`src/rtl/mips_multicycle_controller.sv`:
```
// Control FSM for the multicycle MIPS datapath: sequences fetch/decode/execute/memory/
// writeback over one shared memory, drives all mux selects and enables, counts retirements.
module mips_multicycle_controller #(
    parameter int CNT_W = 32
) (
    input  logic             clk,
    input  logic             reset,
    input  logic [5:0]       op,
    input  logic [5:0]       funct,
    input  logic             zero,
    input  logic             mem_ready,
    output logic             iord,
    output logic             irwrite,
    output logic             memwrite,
    output logic             memtoreg,
    output logic             regdst,
    output logic             regwrite,
    output logic             alusrca,
    output logic [1:0]       alusrcb,
    output logic [2:0]       alucontrol,
    output logic [1:0]       pcsrc,
    output logic             pcen,
    output logic             illegal,
    output logic [CNT_W-1:0] retired
);

    typedef enum logic [3:0] {
        FETCH   = 4'd0,
        DECODE  = 4'd1,
        MEMADR  = 4'd2,
        MEMRD   = 4'd3,
        MEMWB   = 4'd4,
        MEMWR   = 4'd5,
        RTYPEEX = 4'd6,
        RTYPEWB = 4'd7,
        BEQEX   = 4'd8,
        ADDIEX  = 4'd9,
        ADDIWB  = 4'd10,
        JEX     = 4'd11
    } state_t;

    localparam logic [5:0] OP_RTYPE = 6'b000000;
    localparam logic [5:0] OP_LW    = 6'b100011;
    localparam logic [5:0] OP_SW    = 6'b101011;
    localparam logic [5:0] OP_BEQ   = 6'b000100;
    localparam logic [5:0] OP_ADDI  = 6'b001000;
    localparam logic [5:0] OP_J     = 6'b000010;

    localparam logic [5:0] FN_ADD = 6'b100000;
    localparam logic [5:0] FN_SUB = 6'b100010;
    localparam logic [5:0] FN_AND = 6'b100100;
    localparam logic [5:0] FN_OR  = 6'b100101;
    localparam logic [5:0] FN_SLT = 6'b101010;

    localparam logic [2:0] ALU_ADD = 3'b010;
    localparam logic [2:0] ALU_SUB = 3'b110;
    localparam logic [2:0] ALU_AND = 3'b000;
    localparam logic [2:0] ALU_OR  = 3'b001;
    localparam logic [2:0] ALU_SLT = 3'b111;

    function automatic logic op_supported(input logic [5:0] o);
        case (o)
            OP_RTYPE, OP_LW, OP_SW, OP_BEQ, OP_ADDI, OP_J: return 1'b1;
            default:                                       return 1'b0;
        endcase
    endfunction

    function automatic logic funct_supported(input logic [5:0] f);
        case (f)
            FN_ADD, FN_SUB, FN_AND, FN_OR, FN_SLT: return 1'b1;
            default:                               return 1'b0;
        endcase
    endfunction

    function automatic logic [2:0] funct_to_alu(input logic [5:0] f);
        case (f)
            FN_SUB:  return ALU_SUB;
            FN_AND:  return ALU_AND;
            FN_OR:   return ALU_OR;
            FN_SLT:  return ALU_SLT;
            default: return ALU_ADD;
        endcase
    endfunction

    state_t state, state_next;
    logic   pcwrite;
    logic   branch;
    logic   retire;
    logic   decode_bad;

    assign decode_bad = !op_supported(op) || ((op == OP_RTYPE) && !funct_supported(funct));

    // NOTE: sequential state uses non-blocking (<=) so every flop samples pre-edge values.
    always_ff @(posedge clk) begin
        if (reset) begin
            state   <= FETCH;
            retired <= '0;
        end else begin
            state <= state_next;
            if (retire)
                retired <= retired + CNT_W'(1);
        end
    end

    // NOTE: every signal gets a default first so no path through the case infers a latch.
    always_comb begin
        state_next = state;
        iord       = 1'b0;
        irwrite    = 1'b0;
        memwrite   = 1'b0;
        memtoreg   = 1'b0;
        regdst     = 1'b0;
        regwrite   = 1'b0;
        alusrca    = 1'b0;
        alusrcb    = 2'b00;
        alucontrol = 3'b000;
        pcsrc      = 2'b00;
        pcwrite    = 1'b0;
        branch     = 1'b0;
        illegal    = 1'b0;
        retire     = 1'b0;

        case (state)
            FETCH: begin
                alusrcb    = 2'b01;
                alucontrol = ALU_ADD;
                irwrite    = mem_ready;
                pcwrite    = mem_ready;
                if (mem_ready)
                    state_next = DECODE;
            end
            DECODE: begin
                alusrcb    = 2'b11;
                alucontrol = ALU_ADD;
                if (decode_bad) begin
                    illegal    = 1'b1;
                    state_next = FETCH;
                end else begin
                    case (op)
                        OP_LW, OP_SW: state_next = MEMADR;
                        OP_RTYPE:     state_next = RTYPEEX;
                        OP_BEQ:       state_next = BEQEX;
                        OP_ADDI:      state_next = ADDIEX;
                        OP_J:         state_next = JEX;
                        default:      state_next = FETCH;
                    endcase
                end
            end
            MEMADR: begin
                alusrca    = 1'b1;
                alusrcb    = 2'b10;
                alucontrol = ALU_ADD;
                state_next = (op == OP_SW) ? MEMWR : MEMRD;
            end
            MEMRD: begin
                iord = 1'b1;
                if (mem_ready)
                    state_next = MEMWB;
            end
            MEMWB: begin
                memtoreg   = 1'b1;
                regwrite   = 1'b1;
                retire     = 1'b1;
                state_next = FETCH;
            end
            MEMWR: begin
                // The strobe stays up across the stall; the memory commits once, on mem_ready.
                iord     = 1'b1;
                memwrite = 1'b1;
                if (mem_ready) begin
                    retire     = 1'b1;
                    state_next = FETCH;
                end
            end
            RTYPEEX: begin
                alusrca    = 1'b1;
                alucontrol = funct_to_alu(funct);
                state_next = RTYPEWB;
            end
            RTYPEWB: begin
                regdst     = 1'b1;
                regwrite   = 1'b1;
                retire     = 1'b1;
                state_next = FETCH;
            end
            BEQEX: begin
                alusrca    = 1'b1;
                alucontrol = ALU_SUB;
                pcsrc      = 2'b01;
                branch     = 1'b1;
                retire     = 1'b1;
                state_next = FETCH;
            end
            ADDIEX: begin
                alusrca    = 1'b1;
                alusrcb    = 2'b10;
                alucontrol = ALU_ADD;
                state_next = ADDIWB;
            end
            ADDIWB: begin
                regwrite   = 1'b1;
                retire     = 1'b1;
                state_next = FETCH;
            end
            JEX: begin
                pcsrc      = 2'b10;
                pcwrite    = 1'b1;
                retire     = 1'b1;
                state_next = FETCH;
            end
            default: state_next = FETCH;
        endcase

        // Reset abandons any instruction in flight: no writes, selects parked on FETCH.
        if (reset) begin
            iord       = 1'b0;
            irwrite    = 1'b0;
            memwrite   = 1'b0;
            memtoreg   = 1'b0;
            regdst     = 1'b0;
            regwrite   = 1'b0;
            alusrca    = 1'b0;
            alusrcb    = 2'b01;
            alucontrol = ALU_ADD;
            pcsrc      = 2'b00;
            pcwrite    = 1'b0;
            branch     = 1'b0;
            illegal    = 1'b0;
            retire     = 1'b0;
        end

        pcen = pcwrite | (branch & zero);
    end

endmodule

```
`config.mk`:
```
export PLATFORM = sky130hd
export DESIGN_NAME = mips_multicycle_controller
export DESIGN_NICKNAME = d
export VERILOG_FILES = /design/src/rtl/mips_multicycle_controller.sv
export SDC_FILE = /design/constraint.sdc
export NUM_CORES = 1
export LEC_CHECK = 0
export BUFFER_PORTS_ARGS = -buffer_cell sky130_fd_sc_hd__buf_2
export CORE_UTILIZATION = 43
export DETAILED_ROUTE_END_ITERATION = 8
export GPL_TIMING_DRIVEN = 0
export PLACE_DENSITY_LB_ADDON = 0.05
export SLEW_MARGIN = 30
export SYNTH_ARGS = -nofsm -noshare
export SYNTH_HDL_FRONTEND = slang
export SYNTH_SLANG_ARGS = --single-unit
export TNS_END_PERCENT = 5
```
`constraint.sdc`:
```
create_clock -name clk -period 6.3 [get_ports clk]
set_clock_uncertainty 0.2 [all_clocks]
set_input_delay 0.315 -clock clk [delete_from_list [all_inputs] [get_ports clk]]
set_output_delay 0.315 -clock clk [all_outputs]
set_load 0.02 [all_outputs]
```
# Yosys cells after proc, flatten, opt, wreduce, memory -nomap -nowiden
# Cells that the tools add are included.
# word_totals
reg_bits	36
in_bits	16
output_inout_bits	48
elab_cells	85
# op_classes
add_sub_neg	1
n_eq_ne	24
n_mux	40
bitwise_logic	2
n_reduce_logical	16
# ops
operator	n
6-bit == test, second input constant	7
32-bit by 1-bit adder with 32-bit output, second input constant	1
4-bit case mux with 7 select lines	1
1-bit two-way mux	24
4-bit case mux with 5 select lines	1
4-bit by 3-bit == test with 1-bit output, second input constant	4
4-bit == test, second input constant	4
4-bit two-way mux	4
3-bit case mux with 4 select lines	1
5-bit OR reduction	2
3-bit case mux with 3 select lines	1
4-bit by 2-bit == test with 1-bit output, second input constant	2
4-bit OR reduction	2
6-bit by 2-bit == test with 1-bit output, second input constant	1
6-bit by 3-bit == test with 1-bit output, second input constant	1
6-bit by 4-bit == test with 1-bit output, second input constant	1
6-bit logical NOT	1
3-bit two-way mux	2
2-bit inequality test, second input constant	3
2-bit case mux with 3 select lines	1
2-bit OR reduction	3
6-bit OR reduction	1
4-bit by 1-bit == test with 1-bit output, second input constant	1
4-bit logical NOT	1
10 further kinds	13

# Logic depth before layout (Yosys ltp)
# depth
depth_word	9
depth_mapped	7
depth_no_buf	6

# Worst setup path after synthesis
# Ideal clock, no wire load.
# synth_timing
path_type	register to output
from	reg state[2]
to	out illegal
arrival_time_ns	1.998
t_required_ns	5.785
path_slack_ns	3.787
stages_incl_launch_ff	4
n_path_buf	1
cell_sequence	dfxtp_1 -> buf_1 -> or2_0 -> a2111oi_0
# synth_between
elab_chain_cells	3
# synth_lines
item	line	source
from (decl)	85	state_t state, state_next;
from (signal assigned)	99	state <= state_next;
4-bit by 1-bit == test with 1-bit output	123	case (state)
1-bit two-way mux	123	
1-bit two-way mux	215	if (reset) begin
to (decl)	23	output logic illegal,
# No other way between the ends.

# Worst setup path after layout
# Ends and elaborated chain as after synthesis.

==> results.ini <==
[critical_path]
cp_top_family = buffers and inverters
critPathArrivalTime_ns = 1.97
crit_required_ns = 5.78
max_stage_delay_ns = 0.45
worstPathMaxFanout = 10
startpoint_type = flip-flop
cp-end-kind = output pin
crit_chain = buf_1, or2_0, a2111oi_0, buf_2
critPathKind = flip-flop to output pin
slowest_stage = or2_0
path_buf_inv = 2

[timing]
worstMarginPinSlew_ns = 0.5652
setup_viol_count_final = 0
rsz0062_at_grt = false
drv_slew = 0
setup_tns_ns = 0
whs_ns = 0.1418
min_period_ns = 2.486
hold_viol = 0
slew-limit-headroom_pct = 62.32
fin_crit_sh_pct = 39.46
maxClockFrequency_ghz = 0.4023

[place]
hpwl_um = 4324
io_buffers = 63
place_congestion = 0.8138

[hold_path]
hold_path_class = primary input to flip-flop

[grt]
met1_usage_pct = 29.83
grt_busiest_layer = met2
grt_overflow = 0
grt_use_met3_pct = 4.878
grt_max_degree = 12
grt_usage_pct = 22.23
grt_pass1_vias = 2059
antenna_found_initial = 0
grt_pass1_wl_um = 9563
grt_use_met2_pct = 35.84

[cts]
hold_buffers = 0
cts_root_buffer = clkbuf_8
cts_made_buffers = 5
post_cts_buffers = 0
ctsResizeCount = 0
worst_skew_pair.late_latency_ns = 0.28
clock_sinks = 36
cts_tree = done
clkTransAtPathRegs_ns = 0.07
h-tree-depth = 2
cts_buffer_depth = 2

[logic_synthesis]
yosysTopAreaCell = dfxtp_1
synth_area_per_cell_um2 = 7.752
synth-seq-area-share_pct = 31.95
synth_edf_count = 0
synth_area_leaders = dfxtp_1 (32%), nor2_1 (5.8%), a21oi_1 (5.5%), xor2_1 (3.9%), nand3_1 (3.8%)
synthFlopType = dfxtp_1
syn_inst = 291
syn-num-nets = 308
ys_async_sr_fraction_pct = 0
netlist_area_um2 = 2256
yosysTopAreaCellShare_pct = 31.95
synth_cell_type_count = 49
yosys_warnings = 0
synth_seq_cells = 36

[floorplanning]
dieArea_um2 = 5540
start_util_pct = 46.23
core_um2 = 4880
die_width_um = 74.43
die-height_um = 74.43
io_pins = 64
rows = 25

[route]
routed_via_density = 5.608
wl_per_cell_um = 13.62
drtIter0Drc = 147
drc = 0
detail-route-antenna-nets = 0
firstDrtPassIters = 4
wl_um = 5845
num_vias = 2406

[finish]
layout.nets = 378
fillers = 494
final_layout_size_suffix_gt1_share_pct = 23.76
area_growth_pct = 21.46
antenna_cells = 0

[pwr]
powerDensity_nw_per_um2 = 158.0
leakage_nw = 1.051
vdd_ir_drop_max_mv = 0.1083

[outcome]
outcome = completed

[run]
max_cap_violations = 0

==> cell families (layout without fill, tap and decap cells) <==
family / after synthesis / count (layout) / synth area share (%)
and+or+nand+nor: 143 / 143 / 34.89
AOI/OAI and AO/OA: 69 / 69 / 20.30
DFF: 36 / 36 / 31.95
buffers and inverters: 21 / 92 / 3.716
xor gates and xnor gates: 15 / 15 / 5.823
muxes: 5 / 5 / 2.329
adders and majority gates: 2 / 2 / 0.9983
==> final timing paths <==
| check | from | depth (start not counted) | slack (ns) | end |
|---|---|---|---|---|
| worst max-delay path | state[2] | 4 | 3.81 | illegal |
| worst min-delay path | mem_ready | 2 | 0.14 | state[2] |
| worst max register to register | state[2] | 6 | 3.98 | state[2] |
| worst min register to register | retired[31] | 2 | 0.29 | retired[31] |
==> power breakdown <==
part | internal [mW] | leakage [nW] | switching [mW]
registers | 0.228 | 0.290 | 0.000204
logic | 0.0139 | 0.719 | 0.0259
clock network | 0.0791 | 0.0424 | 0.0857
==> per-layer routing <==
metal | share of wire, % | vias up
met5 | 0 | -
met4 | 0.75 | 0
met3 | 4.7 | 5
met2 | 47 | 65
met1 | 47 | 1125
li1 | - | 1211
==> layout by cell type (no fill, tap or decap), drive strengths merged, types with 3 or more instances in the layout <==
cell type  Yosys  final
nand2b         8      8
a21oi         28     28
xor2          10     10
clkbuf         6     13
xnor2          5      5
dfxtp         36     36
or3            9      9
mux2i          3      3
o21ai         18     18
buf            7     70
inv            8      8
nor3           8      8
nand4         13     13
or4            8      8
nor2b          6      6
o31ai          9      9
nor2          35     35
nand2         22     22
nand3         18     18
nor4           4      4
==> cells in the mapped netlist (6+ instances only) <==
| master | count |
|---|---|
| a21oi_1 | 25 |
| clkbuf_1 | 6 |
| dfxtp_1 | 36 |
| inv_1 | 8 |
| nand2_1 | 22 |
| nand2b_1 | 8 |
| nand3_1 | 17 |
| nand4_1 | 10 |
| nor2_1 | 35 |
| nor2b_1 | 6 |
| nor3_1 | 8 |
| o21ai_0 | 16 |
| o31ai_1 | 9 |
| or3_1 | 8 |
| or4_1 | 8 |
| xor2_1 | 10 |
==> cell type report <==
| cell class | count | area (um2) | area share, % |
|---|---|---|---|
| Tap cell | 67 | 83.83 | 3.059 |
| Inverter | 8 | 30.03 | 1.096 |
| Timing Repair Buffer | 63 | 315.3 | 11.51 |
| Multi-Input combinational cell | 234 | 1451 | 52.97 |
| Clock buffer | 7 | 76.32 | 2.785 |
| Clock inverter | 1 | 8.758 | 0.3196 |
| Buffer | 13 | 53.80 | 1.963 |
| Sequential cell | 36 | 720.7 | 26.30 |
==> state kept, by name, indices dropped and copies added (netlist names) <==
| register | flops |
|---|---|
| state | 4 |
| retired | 32 |
==> worst register-to-register path, delay by kind of cell (launching register included) <==
| kind | cells | cell delay (ns) |
|---|---|---|
| compound gates | 2 | 0.19 |
| simple gates | 3 | 1.22 |
| buf+inv | 1 | 0.28 |
| flops | 1 | 0.35 |
==> stage by stage <==
step	power, mW	std cells	cell area [um2]	setup WS (ns)	util, %
floorplan	0.2582	291	2256	3.787	-
global placement	0.2730	421	2655	4.019	54.41
detailed placement	0.2731	421	2655	4.029	54.41
CTS	0.4384	429	2740	3.803	56.15
global route	0.4525	429	2740	3.715	56.15
finish	0.4329	429	2740	3.814	56.15
(Power assumes the default switching activity.)
